==> src/rtl/store_align_unit.sv <==
// Store-path aligner: narrows and lane-replicates register data, builds byte enables,
// and runs the req/ack write handshake with a timeout, stalling MEM until done.
//
// state | meaning
// IDLE  | ready for a store; legality checked combinationally
// REQ   | write request outstanding, waiting for mem_ack or timeout
module store_align_unit #(
    parameter int TIMEOUT = 16,
    parameter int CNT_W   = 5
) (
    input  logic        clk,
    input  logic        reset,
    input  logic        st_valid,
    input  logic [1:0]  st_size,
    input  logic [31:0] st_addr,
    input  logic [31:0] st_data,
    output logic        st_ready,
    output logic        stall,
    output logic        st_exc,
    output logic        err_timeout,
    output logic        mem_req,
    output logic [31:0] mem_addr,
    output logic [31:0] mem_wdata,
    output logic [3:0]  mem_be,
    input  logic        mem_ack
);

    localparam logic [0:0] S_IDLE = 1'b0;
    localparam logic [0:0] S_REQ  = 1'b1;

    logic [0:0]       state_q, state_d;
    logic [CNT_W-1:0] cnt_q, cnt_d;
    logic             mem_req_q, mem_req_d;
    logic [31:0]      mem_addr_q, mem_addr_d;
    logic [31:0]      mem_wdata_q, mem_wdata_d;
    logic [3:0]       mem_be_q, mem_be_d;

    logic        legal;
    logic        timeout_hit;
    logic [31:0] wdata_aligned;
    logic [3:0]  be_aligned;

    always_comb begin
        legal         = 1'b0;
        wdata_aligned = st_data;
        be_aligned    = 4'b1111;
        case (st_size)
            2'b00: begin
                legal         = 1'b1;
                wdata_aligned = {4{st_data[7:0]}};
                be_aligned    = 4'b0001 << st_addr[1:0];
            end
            2'b01: begin
                legal         = ~st_addr[0];
                wdata_aligned = {2{st_data[15:0]}};
                be_aligned    = st_addr[1] ? 4'b1100 : 4'b0011;
            end
            2'b10: begin
                legal         = (st_addr[1:0] == 2'b00);
                wdata_aligned = st_data;
                be_aligned    = 4'b1111;
            end
            default: begin
                legal         = 1'b0;
                wdata_aligned = st_data;
                be_aligned    = 4'b1111;
            end
        endcase
    end

    // Ack takes priority over the timeout when both land in the same cycle.
    assign timeout_hit = (state_q == S_REQ) && !mem_ack
                         && (cnt_q == CNT_W'(TIMEOUT - 1));

    always_comb begin
        state_d     = state_q;
        cnt_d       = cnt_q;
        mem_req_d   = mem_req_q;
        mem_addr_d  = mem_addr_q;
        mem_wdata_d = mem_wdata_q;
        mem_be_d    = mem_be_q;
        st_ready    = 1'b0;
        stall       = 1'b0;
        st_exc      = 1'b0;
        err_timeout = 1'b0;
        case (state_q)
            S_IDLE: begin
                st_ready = 1'b1;
                if (st_valid) begin
                    if (legal) begin
                        stall       = 1'b1;
                        state_d     = S_REQ;
                        cnt_d       = '0;
                        mem_req_d   = 1'b1;
                        mem_addr_d  = {st_addr[31:2], 2'b00};
                        mem_wdata_d = wdata_aligned;
                        mem_be_d    = be_aligned;
                    end else begin
                        st_exc = 1'b1;
                    end
                end
            end
            S_REQ: begin
                if (mem_ack) begin
                    state_d   = S_IDLE;
                    mem_req_d = 1'b0;
                end else if (timeout_hit) begin
                    err_timeout = 1'b1;
                    state_d     = S_IDLE;
                    mem_req_d   = 1'b0;
                end else begin
                    stall = 1'b1;
                    cnt_d = cnt_q + CNT_W'(1);
                end
            end
            default: begin
                state_d   = S_IDLE;
                mem_req_d = 1'b0;
            end
        endcase
    end

    always_ff @(posedge clk) begin
        if (reset) begin
            state_q     <= S_IDLE;
            cnt_q       <= '0;
            mem_req_q   <= 1'b0;
            mem_addr_q  <= '0;
            mem_wdata_q <= '0;
            mem_be_q    <= '0;
        end else begin
            state_q     <= state_d;
            cnt_q       <= cnt_d;
            mem_req_q   <= mem_req_d;
            mem_addr_q  <= mem_addr_d;
            mem_wdata_q <= mem_wdata_d;
            mem_be_q    <= mem_be_d;
        end
    end

    assign mem_req   = mem_req_q;
    assign mem_addr  = mem_addr_q;
    assign mem_wdata = mem_wdata_q;
    assign mem_be    = mem_be_q;

endmodule
==> config.mk <==
export PLATFORM = sky130hd
export DESIGN_NAME = store_align_unit
export DESIGN_NICKNAME = d
export VERILOG_FILES = /design/src/rtl/store_align_unit.sv
export SDC_FILE = /design/constraint.sdc
export NUM_CORES = 1
export LEC_CHECK = 0
export ABC_AREA = 1
export ABC_CLOCK_PERIOD_IN_PS = 2000
export CORE_AREA = 2 2 70 122
export CTS_CLUSTER_SIZE = 14
export DETAILED_ROUTE_END_ITERATION = 10
export DIE_AREA = 0 0 72 124
export GPL_TIMING_DRIVEN = 0
export PLACE_DENSITY = 0.79
export SLEW_MARGIN = 20
export SYNTH_ARGS = -nofsm -noshare
export SYNTH_HDL_FRONTEND = slang
export SYNTH_SLANG_ARGS = --single-unit
==> constraint.sdc <==
create_clock -name clk -period 2 [get_ports clk]
set_clock_uncertainty 0.15 [all_clocks]
set_input_delay 0.4 -clock clk [delete_from_list [all_inputs] [get_ports clk]]
set_output_delay 0.4 -clock clk [all_outputs]
set_load 0.01 [all_outputs]
======== Word-level counts from Yosys, hierarchy flattened ========
Cells that the tools add are included.
operators by class
  add/subtract/negate cells ............... 1
  multiply operators ...................... 0
  divide/modulo/power cells ............... 0
  equality and inequality tests ........... 8
  reduce and logical (&&, ||, !) cells .... 8
  shifts and indexed selects .............. 1
  multiplexer cells ....................... 26
  bitwise operators ....................... 2
  $lt $le $gt $ge ......................... 0
operators by type and width
  cell                 number
  $pmux 32 s2          1
  $mux 5               4
  $mux 1               15
  $pmux 5 s2           1
  $ne 2x2->1 const B   4
  $pmux 4 s2           1
  $reduce_and 3->1     2
  $add 5x1->5 const B  1
  $eq 5x4->1 const B   1
  $logic_not 2->1      2
  $mux 4               1
  $pmux 1 s2           2
  $reduce_and 4->1     1
  $shl 1x2->4 const A  1
  $ne 3x2->1 const B   1
  $pmux 1 s3           1
  $eq 2x1->1 const B   1
  $eq 2x2->1 const B   1
  $logic_and 1x1->1    2
  $not 1->1            2
  $logic_not 1->1      1
storage, ports and cells
  output and inout bits ................... 73
  bits in latches ......................... 0
  logic and storage cells ................. 52
  memory bits (writable) .................. 0
  memory bits (read-only) ................. 0
  bits in registers ....................... 73
  memories kept ........................... 0

======== Logic depth before layout (Yosys ltp) ========
  depth after elaboration ................. 6
  mapped depth ............................ 9
  mapped depth without buffers ............ 9

======== Worst setup path before layout ========
Ideal clock, no wire load.
  path type ............................... flip-flop to output port
  start ................................... register cnt_q[0]
  end ..................................... output port stall
  arrival time ............................ 1.351 ns
  setup slack ............................. 0.099 ns
  stages on the path, launching flop included .. 8
  cell sequence ........................... dfxtp_1 -> ha_1 -> nand2_1 -> nor2_1 -> ha_1 -> nor3_2 -> inv_1 -> nand2_1
on the way
  word-level cells in the longest chain between the ends .. 5
ends and longest elaborated chain
  what                    line  text
  from (decl)             32    logic [CNT_W-1:0] cnt_q, cnt_d;
  from (signal assigned)  133   cnt_q <= cnt_d;
  $eq 5x4->1              73    && (cnt_q == CNT_W'(TIMEOUT - 1));
  $logic_and 1x1->1       73
  $mux 1                  107   end else if (timeout_hit) begin
  $mux 1                  104   if (mem_ack) begin
  $pmux 1 s2              86    case (state_q)
  to (decl)               18    output logic stall,
Every way passes these cells.

======== Worst setup path in the final report ========
  start ................................... register cnt_q[1]
  end ..................................... output port stall
The elaborated chain is that of the path after synthesis.

==> flow_summary.rst <==
.. list-table::
   :header-rows: 1

   * - Metric
     - Value
   * - Sw Share
     - between 20% and 30%
   * - Number of placed I/O pins
     - about 140
   * - CTS sink cnt
     - 73
   * - Static power due to leakage
     - 2.05 nW
   * - Share of the synthesized area in compound gates (AO/OA/AOI/OAI)
     - approximately 14%
   * - Final setup violation count
     - 2
   * - Power density relative to cell area
     - between 700 and 800 nW/um^2
   * - Clk network pwr share
     - around two fifths
   * - Register clock-pin slew on the reported worst setup and hold paths
     - about 0.060 ns
   * - Biggest fanout along the worst timing path
     - 2
   * - Post-detailed-route wirelength per cell
     - 15.8 um
   * - Syn-to-layout area delta
     - 61.0%
   * - Largest net degree at the start of global routing
     - 12
   * - Routed Antenna Nets
     - 0
   * - Antenna violations before repair
     - 0
   * - Cell row count
     - 43
   * - Peak clock frequency supported by timing
     - roughly 480 MHz
   * - Required time at the endpoint of the critical path
     - about 1.5 ns
   * - Setup total negative slack
     - -0.122 ns
   * - GPL Wtd Cong
     - 0.911
   * - Unrepaired setup endpoints after global routing
     - yes
   * - Number of nets in the final layout
     - ~700
   * - Placed wire-length estimate after detailed placement
     - around 8.4 mm
   * - H-tree levels
     - 3
   * - Part of the total power dissipated in sequential elements
     - about 40%
   * - Total chip power
     - 3.95 mW
   * - Final Critical Period
     - 2.07 ns
   * - Failing checks
     - negative setup slack
   * - Comb pwr share
     - about a fifth
   * - Wire length of the first global-routing pass
     - approximately 18 mm
   * - Number of instances in the synthesized netlist
     - 454
   * - Clock tree from TritonCTS
     - yes
   * - Share of the synthesized area in the top cell type
     - between 40% and 50%
   * - Cell area after placement
     - approximately 4800 sq um
   * - Die boundary width
     - around 70 um
   * - Count of non-filler cells in the finished layout
     - ~720
   * - Portion of the clock cycle consumed by the worst path in the final layout
     - 104%
   * - Final critical-path setup slack
     - -0.0728 ns
   * - VDD IR max
     - 0.543 mV
   * - Count of max-cap constraint violations
     - 0
   * - WHS
     - around 0.3 ns
   * - Initial core utilization
     - 41.4%
   * - Max transition margin
     - between 60% and 70%
   * - Remaining routing DRC violations
     - 0
   * - Number of detailed-route iterations in the first pass
     - 5
   * - Total of flip-flops plus latches after synthesis
     - between 70 and 80
   * - Cells after DPL
     - about 700
   * - Total core area
     - slightly below 8000 sq um
   * - Post-synthesis share of cell area spent on xor and xnor gates
     - 0%
   * - Run status
     - finished with violations
   * - Internal power contribution
     - 2.94 mW
   * - GRT Util Overall
     - between 20% and 30%
   * - Vias in the first global route
     - ~3700
   * - Type of the setup path with the least slack
     - flop to output pin
   * - Worst-margin pin slew
     - 0.524 ns
   * - Iteration-0 DRC count of the detailed router
     - around 200
   * - Multiplexer area fraction after synthesis
     - 0%
   * - Total routed wirelength
     - ~11 mm
   * - Final instance area
     - approximately 5300 sq um
   * - Number of antenna diodes
     - 0
   * - Post-route core utilization
     - 66.6%
   * - Clk Tree Root Cell
     - clkbuf_16
   * - Sw power
     - 1.00 mW
   * - Count of port buffers added during placement
     - approximately 140
   * - Summed instance area of the synthesized netlist
     - approximately 3300 sq um
   * - Data arrival time at the worst-slack endpoint
     - about 1.5 ns
   * - Cells along the critical path
     - ha_4 > nand2_2 > nor2_2 > ha_2 > nor3_4 > inv_2 > nand2_4 > buf_6
   * - Total congestion overflow
     - 0
   * - Cell with the largest stage delay on the worst path
     - dfxtp_4
   * - Via density per instance
     - 5.29
   * - Synth area leaders
     - dfxtp_1 45%, nand2_1 14%, nand4_1 11%, a21oi_1 9.6%, inv_1 3.3%
   * - Number of vias in the routed layout
     - approximately 3800
   * - Library cell with the largest summed area after synthesis
     - dfxtp_1
   * - Buffer and inverter count on the worst path
     - 2
   * - Top delay family on crit path
     - flip-flops
   * - Crit end category
     - output pin
   * - CP max stage delay
     - between 0.3 and 0.4 ns
   * - Height of the die
     - ~120 um
   * - Die area
     - a little under 9000 sq um
   * - Sequential fraction of the synthesis area
     - between 40% and 50%
   * - Clock latency on the worst-skew pair
     - about 0.34 ns
   * - Largest family of logic cells by synthesized area
     - simple AND/OR/NAND/NOR gates
   * - Adder and majority cell fraction of the synthesized area
     - less than 1%
   * - Number of different library cells in the post-synthesis netlist
     - 22
   * - Critical path launch point type
     - flop
   * - Maximum count of clock buffers along a single path
     - 2
   * - Number of max-slew violations in the final report
     - 0
   * - Simple-Gate Fraction of Synth Area
     - between 30% and 40%
   * - Final hold violation count
     - 0
   * - Worst slack at placement
     - -0.826 ns
   * - Yosys warning total
     - 0
   * - Layout cells sized above 1
     - between 10% and 20%
   * - Clock buffers created by TritonCTS
     - 9
   * - Mean instance size in the synthesized netlist
     - about 7 sq um
   * - Post-CTS Hold Buffers
     - 0
   * - Tightest Hold Check Type
     - flop to flop
==> Yosys cell counts <==
master,n
nand2_1,126
dfxtp_1,73
a21oi_1,63
nand4_1,57
inv_1,29
nor2_1,27
buf_2,18
o21ai_0,14
clkbuf_1,13
buf_4,8
o211ai_1,8
nand3_1,6
ha_1,2
o21ai_2,2
buf_1,1
conb_1,1
nand3_2,1
nor2_2,1
nor3_1,1
nor3_2,1
nor3b_1,1
or2_0,1
==> timing repair <==
item / 4_1_cts / 5_1_grt
setup endpoints to repair: 3 / 6
pin swaps: 6 / 4
buffers inserted: 18 / 1
resized for setup: 39 / 9
==> cells by family (layout without fill, tap and decap cells) <==
logic type | after synthesis | count (layout)
fa+ha+maj | 2 | 2
simple gates | 222 | 222
buf+inv | 69 | 241
other cells | 1 | 2
flops | 73 | 73
compound gates | 87 | 87
==> power groups by stage <==
| stage | Combinational, mW | Sequential (mW) | Clock (mW) |
|---|---|---|---|
| 2_1_floorplan | 0.292 | 1.63 | 0 |
| 3_3_place_gp | 0.700 | 1.60 | 0 |
| 3_5_place_dp | 0.710 | 1.60 | 0 |
| 4_1_cts | 0.760 | 1.57 | 1.63 |
| 5_1_grt | 0.831 | 1.58 | 1.67 |
| 6_report | 0.767 | 1.57 | 1.61 |
==> registers in the layout, summed over array words and instances, names as in the netlist <==
register,cells
mem_req,1
state_q,1
mem_wdata,32
cnt_q,5
mem_addr,30
mem_be,4
==> cell type report <==
class / count / area [sq um]
multi-input combinational: 313 / 1570
buffer: 40 / 214
inverter: 29 / 109
clock inverter: 3 / 40.0
clock buffer: 12 / 256
tap: 90 / 113
fill: 667 / 2640
sequential: 73 / 1470
timing repair buffer: 157 / 1500
==> worst min-delay path: cells and delay by family, from the launching register on <==
family / cells / cell delay, ns
AND/OR/NAND/NOR: 1 / 0.06
AO/OA/AOI/OAI: 1 / 0.05
flip-flops: 1 / 0.30
==> routing by layer <==
layer  wire (um)  global-route usage [%]
met3         660                    5.50
met4         445                    15.0
met2        6100                    46.5
met1        4120                    26.7
met5           0                       0
==> cells in the final DEF (no fill, tap or decap), types with 2 or more instances in the layout <==
master           Yosys  routed
o21ai_4              0       2
conb_1               1       2
buf_4                8      23
clkdlybuf4s50_1      0     132
inv_1               29      27
inv_2                0       2
clkinv_2             0       2
clkbuf_16            0       9
nand4_1             57      57
buf_2               18      20
a21oi_1             63      63
o21ai_0             14      14
clkbuf_1            13      14
clkbuf_2             0       3
o211ai_1             8       8
nand3_1              6       6
clkbuf_8             0       2
nand2_1            126     124
nor2_1              27      25
buf_6                0       4
nor2_2               1       2
dfxtp_1             73      71
==> final timing paths <==
check	start	to	slack (ns)	depth (start not counted)
min reg2reg	mem_addr[8]	mem_addr[8]	0.31	2
min	mem_addr[8]	mem_addr[8]	0.31	2
max reg2reg	cnt_q[1]	cnt_q[4]	0.12	10
max	cnt_q[1]	stall	-0.07	8
No activity file was read; power rests on OpenSTA's default activity.
